<file path="src/rtl/tvip_axi_burst_sequencer.sv">
// Expands one AXI address-channel command (AW/AR) into a per-beat address
// stream for FIXED, INCR and WRAP bursts. A command is latched on its
// accepting edge and beat 0 is presented on the following cycle. Illegal
// commands are flagged on every beat and still emit AxLEN+1 beats, so the
// data channel stays in step.
module tvip_axi_burst_sequencer #(
    parameter int ID_WIDTH       = 8,
    parameter int ADDRESS_WIDTH  = 64,
    parameter int DATA_WIDTH     = 32,
    localparam int BUS_BYTES     = DATA_WIDTH / 8,
    localparam int LANE_BITS     = $clog2(BUS_BYTES)
) (
    input  logic                     aclk,
    input  logic                     areset,
    input  logic                     cmd_valid,
    output logic                     cmd_ready,
    input  logic [ID_WIDTH-1:0]      cmd_id,
    input  logic [ADDRESS_WIDTH-1:0] cmd_address,
    input  logic [7:0]               cmd_burst_length,
    input  logic [2:0]               cmd_burst_size,
    input  logic [1:0]               cmd_burst_type,
    output logic                     beat_valid,
    input  logic                     beat_ready,
    output logic [ID_WIDTH-1:0]      beat_id,
    output logic [ADDRESS_WIDTH-1:0] beat_address,
    output logic [7:0]               beat_index,
    output logic [LANE_BITS-1:0]     beat_lane_offset,
    output logic                     beat_last,
    output logic                     beat_error
);

    localparam logic [1:0] BT_FIXED = 2'b00;
    localparam logic [1:0] BT_INCR  = 2'b01;
    localparam logic [1:0] BT_WRAP  = 2'b10;
    localparam logic [1:0] BT_RSVD  = 2'b11;

    typedef enum logic {IDLE, BURST} state_t;
    state_t state_q, state_d;

    // Burst context captured at accept
    logic [7:0]               len_q;
    logic [2:0]               size_q;
    logic                     fixed_q;
    logic                     wrap_q;
    logic [ADDRESS_WIDTH-1:0] cmd_addr_q;
    logic [ADDRESS_WIDTH-1:0] aligned_q;
    logic [ADDRESS_WIDTH-1:0] wrap_lower_q;
    logic [ADDRESS_WIDTH-1:0] wrap_end_q;

    logic beat_hs, last_hs, accept;

    assign beat_valid       = (state_q == BURST);
    assign beat_hs          = beat_valid && beat_ready;
    assign last_hs          = beat_hs && beat_last;
    // A new command may land on the same edge as the last-beat handshake.
    assign cmd_ready        = !areset && ((state_q == IDLE) || last_hs);
    assign accept           = cmd_valid && cmd_ready;
    assign beat_lane_offset = beat_address[LANE_BITS-1:0];

    // Command decode: address sizing, wrap window and legality
    logic [ADDRESS_WIDTH-1:0] c_bytes, c_aligned, c_wrap_bytes, c_lower;
    logic [8:0]               c_beats;
    logic [16:0]              c_span, c_incr_end;
    logic                     c_wrap_len_ok, c_unaligned, c_error;

    // Decode the incoming command so it can be latched in one edge
    always_comb begin
        c_beats       = {1'b0, cmd_burst_length} + 9'd1;
        c_bytes       = ADDRESS_WIDTH'(1) << cmd_burst_size;
        c_aligned     = cmd_address & ~(c_bytes - ADDRESS_WIDTH'(1));
        c_wrap_bytes  = ADDRESS_WIDTH'(c_beats) << cmd_burst_size;
        c_lower       = cmd_address & ~(c_wrap_bytes - ADDRESS_WIDTH'(1));
        // Largest span is 256 beats * 128 bytes, which fits in 17 bits.
        c_span        = 17'(c_beats) << cmd_burst_size;
        c_incr_end    = {5'd0, c_aligned[11:0]} + c_span;
        c_wrap_len_ok = (cmd_burst_length == 8'd1) || (cmd_burst_length == 8'd3) ||
                        (cmd_burst_length == 8'd7) || (cmd_burst_length == 8'd15);
        c_unaligned   = (cmd_address & (c_bytes - ADDRESS_WIDTH'(1))) != '0;
        c_error       = (32'(cmd_burst_size) > LANE_BITS) ||
                        (cmd_burst_type == BT_RSVD) ||
                        ((cmd_burst_type == BT_WRAP) && (!c_wrap_len_ok || c_unaligned)) ||
                        ((cmd_burst_type == BT_FIXED) && (cmd_burst_length > 8'd15)) ||
                        ((cmd_burst_type == BT_INCR) && (c_incr_end > 17'd4096));
    end

    // Next-beat address generation
    logic [ADDRESS_WIDTH-1:0] step, wrap_next, incr_next, next_addr;

    // Pick the following beat's address from the latched burst mode
    always_comb begin
        step      = ADDRESS_WIDTH'(1) << size_q;
        wrap_next = beat_address + step;
        incr_next = aligned_q + ((ADDRESS_WIDTH'(beat_index) + ADDRESS_WIDTH'(1)) << size_q);
        if (fixed_q)
            next_addr = cmd_addr_q;
        else if (wrap_q)
            next_addr = (wrap_next == wrap_end_q) ? wrap_lower_q : wrap_next;
        else
            next_addr = incr_next;
    end

    // State register
    always_ff @(posedge aclk) begin
        if (areset) state_q <= IDLE;
        else        state_q <= state_d;
    end

    // Next-state: stay in BURST across back-to-back commands
    always_comb begin
        state_d = state_q;
        case (state_q)
            IDLE:    if (accept) state_d = BURST;
            BURST:   if (last_hs && !accept) state_d = IDLE;
            default: state_d = IDLE;
        endcase
    end

    // Beat outputs and burst context; beats only advance on a handshake
    always_ff @(posedge aclk) begin
        if (areset) begin
            beat_id      <= '0;
            beat_address <= '0;
            beat_index   <= '0;
            beat_last    <= 1'b0;
            beat_error   <= 1'b0;
            len_q        <= '0;
            size_q       <= '0;
            fixed_q      <= 1'b0;
            wrap_q       <= 1'b0;
            cmd_addr_q   <= '0;
            aligned_q    <= '0;
            wrap_lower_q <= '0;
            wrap_end_q   <= '0;
        end else if (accept) begin
            beat_id      <= cmd_id;
            beat_address <= cmd_address;
            beat_index   <= '0;
            beat_last    <= (cmd_burst_length == 8'd0);
            beat_error   <= c_error;
            len_q        <= cmd_burst_length;
            size_q       <= cmd_burst_size;
            fixed_q      <= (cmd_burst_type == BT_FIXED);
            // Any illegal WRAP falls back to INCR addressing.
            wrap_q       <= (cmd_burst_type == BT_WRAP) && !c_error;
            cmd_addr_q   <= cmd_address;
            aligned_q    <= c_aligned;
            wrap_lower_q <= c_lower;
            wrap_end_q   <= c_lower + c_wrap_bytes;
        end else if (beat_hs && !beat_last) begin
            beat_address <= next_addr;
            beat_index   <= beat_index + 8'd1;
            beat_last    <= ((beat_index + 8'd1) == len_q);
        end
    end

endmodule

</file>
<file path="config.mk">
export PLATFORM = sky130hd
export DESIGN_NAME = tvip_axi_burst_sequencer
export DESIGN_NICKNAME = d
export VERILOG_FILES = /design/src/rtl/tvip_axi_burst_sequencer.sv
export SDC_FILE = /design/constraint.sdc
export NUM_CORES = 1
export LEC_CHECK = 0
export ABC_CLOCK_PERIOD_IN_PS = 5530
export CAP_MARGIN = 20
export CORE_MARGIN = 5
export CORE_UTILIZATION = 35
export CTS_BUF_LIST = sky130_fd_sc_hd__clkbuf_16
export DETAILED_ROUTE_END_ITERATION = 10
export DONT_BUFFER_PORTS = 1
export PLACE_DENSITY = 0.61
export SLEW_MARGIN = 0
export SYNTH_ARGS = -nofsm -noshare
export SYNTH_HDL_FRONTEND = slang
export SYNTH_SLANG_ARGS = --single-unit
export TNS_END_PERCENT = 100
</file>
<file path="constraint.sdc">
create_clock -name aclk -period 5.53 [get_ports aclk]
set_input_delay 0.2765 -clock aclk [delete_from_list [all_inputs] [get_ports aclk]]
set_output_delay 0.2765 -clock aclk [all_outputs]
set_load 0.02 [all_outputs]
</file>
Yosys cells after proc, flatten, opt, wreduce, memory -nomap -nowiden. Cells that the tools add are included. W data, S select, Z words.

Bits in registers: 352. Output and inout bits: 86. Word-level logic and storage cells: 85. Bits of input ports: 89.

$add $sub $neg: 9. Bitwise gates (word level): 6. Muxes and demuxes: 10. Reduce and logical (&&, ||, !) cells: 29. $lt $le $gt $ge: 3. Shift-type cells: 5. Equality and inequality tests: 9.

Operators with widths (number): $mux W64 (5); $add A64 B64 Y64 (3); $and A64 B64 Y64 (3); $not A64 Y64 (2); $shl A1 B3 Y64 const A (2); $shl A9 B3 Y64 (2); $sub A64 B1 Y64 const B (2); $eq A64 B64 Y1 (1); $reduce_bool A64 Y1 (1); $add A8 B1 Y9 const B (2); $add A12 B17 Y17 (1); $gt A17 B13 Y1 const B (1); $shl A9 B3 Y17 (1); $logic_and A1 B1 Y1 (10); $logic_or A1 B1 Y1 (9); $add A8 B1 Y8 const B (1); $eq A8 B1 Y1 const B (1); $eq A8 B2 Y1 const B (1); $eq A8 B3 Y1 const B (1); $eq A8 B4 Y1 const B (1); $eq A8 B8 Y1 (1); $gt A8 B4 Y1 const B (1); $logic_not A8 Y1 (1); $logic_not A1 Y1 (5); 9 further kinds (13).

Longest topological paths before layout.
Depth in word-level cells: 12. Mapped depth: 25. Mapped depth without buffers: 21.

Least setup slack after synthesis. OpenSTA, ideal clock, no wires.

Kind: input port to flip-flop. Start: in cmd_burst_length[0]. End: reg wrap_end_q[61]. Buffers on the path: 1. Library setup time: 0.123 ns. Arrival time: 4.931 ns. Required time: 5.407 ns. Slack: 0.475 ns. Stages: 19. Path through: clkbuf_1 -> inv_1 -> ha_1 -> nand2b_1 -> and2_1 -> nand2b_1 -> ha_1 -> nand2_1 -> a2111oi_0 -> a2111oi_0 -> nor3_1 -> o21ai_0 -> a211oi_1 -> a211oi_2 -> o31ai_4 -> a41o_1 -> o211ai_2 -> or3_1 -> mux2_1.

Word-level cells in the longest chain between the ends: 6.

Ends and longest elaborated chain: from (decl) (RTL line 19) `input logic [7:0] cmd_burst_length,`; $add A8 B1 Y9 * (RTL line 68) `c_beats = {1'b0, cmd_burst_length} + 9'd1;`; $shl A9 B3 Y64 * (RTL line 71) `c_wrap_bytes = ADDRESS_WIDTH'(c_beats) << cmd_burst_size;`; $sub A64 B1 Y64 (RTL line 72) `c_lower = cmd_address & ~(c_wrap_bytes - ADDRESS_WIDTH'(1));`; $not A64 Y64 (RTL line 72); $and A64 B64 Y64 (RTL line 72); $add A64 B64 Y64 * (RTL line 148) `wrap_end_q <= c_lower + c_wrap_bytes;`; to (signal assigned) (RTL line 148); to (decl) (RTL line 48) `logic [ADDRESS_WIDTH-1:0] wrap_end_q;`.

Every way passes the cells marked *; elsewhere a longest branch is shown, timed or not. A chain may end at the register's enable or synchronous reset.

Worst setup path after layout.
Start: reg size_q[2]. End: reg beat_address[49].

Word-level cells in the longest chain between the ends: 8. Elaborated cells between the ends (all ways): 10. Classes of those cells: 2 x add/sub; 1 x eq/ne; 2 x shift; 5 x mux.

Ends and longest elaborated chain: from (decl) (RTL line 42) `logic [2:0] size_q;`; from (signal assigned) (RTL line 141) `size_q <= cmd_burst_size;`; $shl A1 B3 Y64 (RTL line 91) `step = ADDRESS_WIDTH'(1) << size_q;`; $add A64 B64 Y64 (RTL line 92) `wrap_next = beat_address + step;`; $eq A64 B64 Y1 (RTL line 97) `next_addr = (wrap_next == wrap_end_q) ? wrap_lower_q : wrap_next;`; $mux W64 (RTL line 97); $mux W64 * (RTL line 96) `else if (wrap_q)`; $mux W64 * (RTL line 94) `if (fixed_q)`; $mux W64 * (RTL line 149) `end else if (beat_hs && !beat_last) begin`; $mux W64 * (RTL line 134) `end else if (accept) begin`; to (signal assigned) (RTL line 136) `beat_address <= cmd_address;`; to (signal assigned) (RTL line 150) `beat_address <= next_addr;`; to (decl) (RTL line 25) `output logic [ADDRESS_WIDTH-1:0] beat_address,`.

Every way passes the cells marked *; elsewhere a longest branch is shown, timed or not. The select of a mux whose other input is x is not followed.

==> flow_summary.yaml <==
drt:
  drc: 0
  num_vias: 28200
  initialDrtViolationCount: 4225
  vias_per_cell: 6.35
  avgRoutedWirePerCell_um: 29.1
  drtAntennaViolNets: 0
  drt-pass1-iter-count: 7
  drt_wl_total_um: 129000
global_routing:
  grt_use_met1_pct: 44.2
  antenna_found_initial: 7
  grt_pass1_wl_um: 184000
  grt_max_degree: 183
  grt_pass1_vias: 25800
  met3_usage_pct: 12.6
  track_usage_pct: 31.4
  gr-total-overflow: 0
  use_met2_pct: 43.4
  busiest_layer: "met1"
worst_setup_path:
  crit_arrival_ps: 5820
  r2r-end: "beat_address[49]$_SDFFE_PP0P_"
  critPathRequiredTime_ps: 5960
  end_kind: "flip-flop"
  crit_fanout: 20
  r2r-start: "size_q[2]$_SDFFE_PP0P_"
  rr_worst_depth: 20
  cp-start-kind: "flip-flop"
  rrSetupSlack_ps: 140
  critPathKind: "reg -> reg"
clock_tree:
  clock-sinks: 352
  insertion_delay_ps: 590
  clk_path_buf_depth: 3
  clk_pin_slew_worst_paths_ps: 60
  clock-root-buffer: "clkbuf_16"
  htreeDepth: 2
  cts_tree: "yes"
  cts_made_buffers: 43
final_layout:
  instances_no_fill: 4440
  finish.utilization_pct: 42.4
  fin_area_mm2: 0.0303
  drive_gt1_share_pct: 14.2
  nets: 3591
  syn_to_final_growth_pct: 20.2
logic_synthesis:
  synth_most_common_cell: "nand2_1"
  yosys_warnings: 0
  synth.avg_cell_area_um2: 7.78
  yosysTopAreaCell: "dfxtp_1"
  yosys-top-cells-count: "nand2_1 (415), dfxtp_1 (352), nor2_1 (220), o21ai_0 (197), clkbuf_1 (168)"
  synth_ff_type: "dfxtp_1"
  async_reset_ff_share_pct: 0
  synth.net_count: 3382
  syn_area_mm2: 0.0252
  synth_cell_types: 124
  synth_top_area_share_pct: 27.9
  ys_seq_area_share_pct: 27.9
  synth-edff-count: 0
  synthTopCellsByArea: "dfxtp_1 (28%), nand2_1 (6.2%), xnor2_1 (5.1%), o21ai_0 (3.9%), nor2_1 (3.3%)"
  synth-seq-cells: 352
  postSynthCellCount: 3243
floorplanning:
  initial_utilization_pct: 35.3
  die_height_um: 279
  ios: 175
  num_rows: 98
  core_mm2: 0.0715
  die_x_um: 279
  die_area_mm2: 0.0776
placement:
  dpl.cell_count: 4242
  portBuffers: 0
  dp_slack_ps: -82.0
  gp_congestion: 1.04
  dp_hpwl_um: 94500
  placed_cell_area_mm2: 0.0277
hold_path:
  hold_path_depth: 2
  holdCritPathClass: "in -> reg"
  hp-start: "cmd_address[62]"
  whs_endpoint: "beat_address[62]$_SDFFE_PP0P_"
timing:
  clock_skew_ps: 30.5
  tightest_slew_ps: 1150
  fin_crit_ps: 5390
  finalSetupViolations: 0
  fin_tns_setup_ps: 0
  hold_viol: 0
  maxSlewHeadroom_pct: 23.1
  finalWorstSetupSlack_ps: 140
  min_period_over_period_pct: 97.5
  holdWs_ps: 11.6
  slew_violations: 0
  max_freq_mhz: 186
power:
  power_per_cell_area_mw_per_mm2: 252
  p_int_mw: 5.04
  p_clk_share_pct: 37.0
  fin_total_pwr_mw: 7.65
  p_leak_nw: 12.1
  power_frac_comb_pct: 24.8
  p_seq_share_pct: 38.2
  switching_power_mw: 2.61
  irDropWorstVdd_mv: 0.227
  switching_share_pct: 34.1
outcome:
  outcome: "complete, no violations"
flow_run:
  maxCapViolCount: 0
how the worst max path moves through the flow:
stage	startpoint	to	slack [ps]
after floorplan	cmd_burst_length[0]	wrap_end_q[61]$_SDFFE_PP0P_	480
after global placement	size_q[2]$_SDFFE_PP0P_	beat_address[37]$_SDFFE_PP0P_	-90
after detailed placement	size_q[0]$_SDFFE_PP0P_	beat_address[37]$_SDFFE_PP0P_	-80
after CTS	size_q[0]$_SDFFE_PP0P_	beat_address[37]$_SDFFE_PP0P_	0.2
after global routing	beat_index[0]$_SDFFE_PP0P_	beat_address[56]$_SDFFE_PP0P_	-10
final	size_q[2]$_SDFFE_PP0P_	beat_address[49]$_SDFFE_PP0P_	140
routing by layer:
layer / part of all wire, % / up-vias
met2: 39 / 2007
met4: 4.1 / 4
met5: 0.021 / -
met1: 41 / 13500
met3: 15 / 316
li1: - / 12400
cell usage in the layout, fill, tap and decap left out, types with 15 or more instances in the layout:
| cell | synthesis | routed |
|---|---|---|
| a211oi_1 | 28 | 25 |
| a21o_1 | 36 | 36 |
| a21oi_1 | 118 | 118 |
| a22o_1 | 77 | 77 |
| a22oi_1 | 20 | 20 |
| a31oi_1 | 27 | 27 |
| a32o_1 | 15 | 15 |
| and2_1 | 33 | 32 |
| and3_1 | 59 | 59 |
| and4_1 | 18 | 18 |
| buf_4 | 10 | 291 |
| clkbuf_16 | 0 | 44 |
| dfxtp_1 | 352 | 347 |
| dlygate4sd3_1 | 0 | 112 |
| ha_1 | 47 | 47 |
| inv_1 | 107 | 118 |
| mux2i_1 | 35 | 35 |
| nand2_1 | 415 | 414 |
| nand2b_1 | 38 | 37 |
| nand3_1 | 124 | 124 |
| nand3b_1 | 53 | 53 |
| nand4_1 | 65 | 65 |
| nor2_1 | 220 | 216 |
| nor2b_1 | 29 | 28 |
| nor3_1 | 92 | 90 |
| nor3b_1 | 16 | 16 |
| nor4_1 | 33 | 31 |
| o2111ai_1 | 17 | 17 |
| o211ai_1 | 56 | 56 |
| o21a_1 | 18 | 18 |
| o21ai_0 | 197 | 195 |
| o22ai_1 | 18 | 18 |
| o31ai_1 | 20 | 20 |
| or3_1 | 32 | 30 |
| or4_1 | 19 | 19 |
| xnor2_1 | 147 | 147 |
| xor2_1 | 67 | 66 |
repair_timing:
action | CTS | global route
buffers inserted | 0 | 1
setup endpoints to repair | 26 | 65
hold buffers | 113 | 0
hold endpoints to repair | 311 | 0
cloned | 0 | 1
pin swaps | 1 | 3
gates resized for setup | 7 | 20
power groups by stage:
stage / registers, mW / clock network, mW / logic (mW)
after floorplan: 2.94 / 0 / 1.06
after global placement: 2.97 / 0 / 1.67
after detailed placement: 2.97 / 0 / 1.68
after CTS: 2.91 / 2.84 / 1.82
after global routing: 2.94 / 2.95 / 1.99
final: 2.93 / 2.83 / 1.90
cells by family after synthesis:
group / Yosys count / share of synthesized area (%)
adders and majority gates: 50 / 2.57
xor gates and xnor gates: 228 / 8.64
and+or+nand+nor: 1314 / 26.9
DFF: 352 / 27.9
buffers and inverters: 360 / 6.05
AOI/OAI and AO/OA: 883 / 25.6
muxes: 56 / 2.37
critical path, stage by stage (launching register included):
cell and delay [ps]:
dfxtp_2 430, buf_4 190, nand2_1 100, nor2_1 100, buf_4 160, ha_1 270, and3_1 190, a221o_1 360
buf_4 220, o211ai_4 190, buf_4 220, nor3_2 70, xnor3_1 260, o21ai_0 100, a2111o_1 420, or4b_4 560
or3_2 490, buf_4 260, or3_1 340, a41oi_1 210, a211oi_1 70
final cells by class:
class                   count  area [µm²]
inverters                 109         409
fillers                  7201       41100
repair buffers            414        3520
diodes                      4        10.0
multi-input cells        2532       16800
well taps                 950        1190
clock inverters            35         258
flip-flops and latches    352        7060
clock buffers              44        1100
registers in the layout, indices dropped and copies added (netlist names):
signal,count
aligned_q,64
beat_address,64
cmd_addr_q,64
wrap_end_q,64
wrap_lower_q,64
beat_id,8
beat_index,8
len_q,8
size_q,3
beat_error,1
beat_last,1
beat_valid,1
fixed_q,1
wrap_q,1
Note: power is estimated with default switching activity, not from simulation.
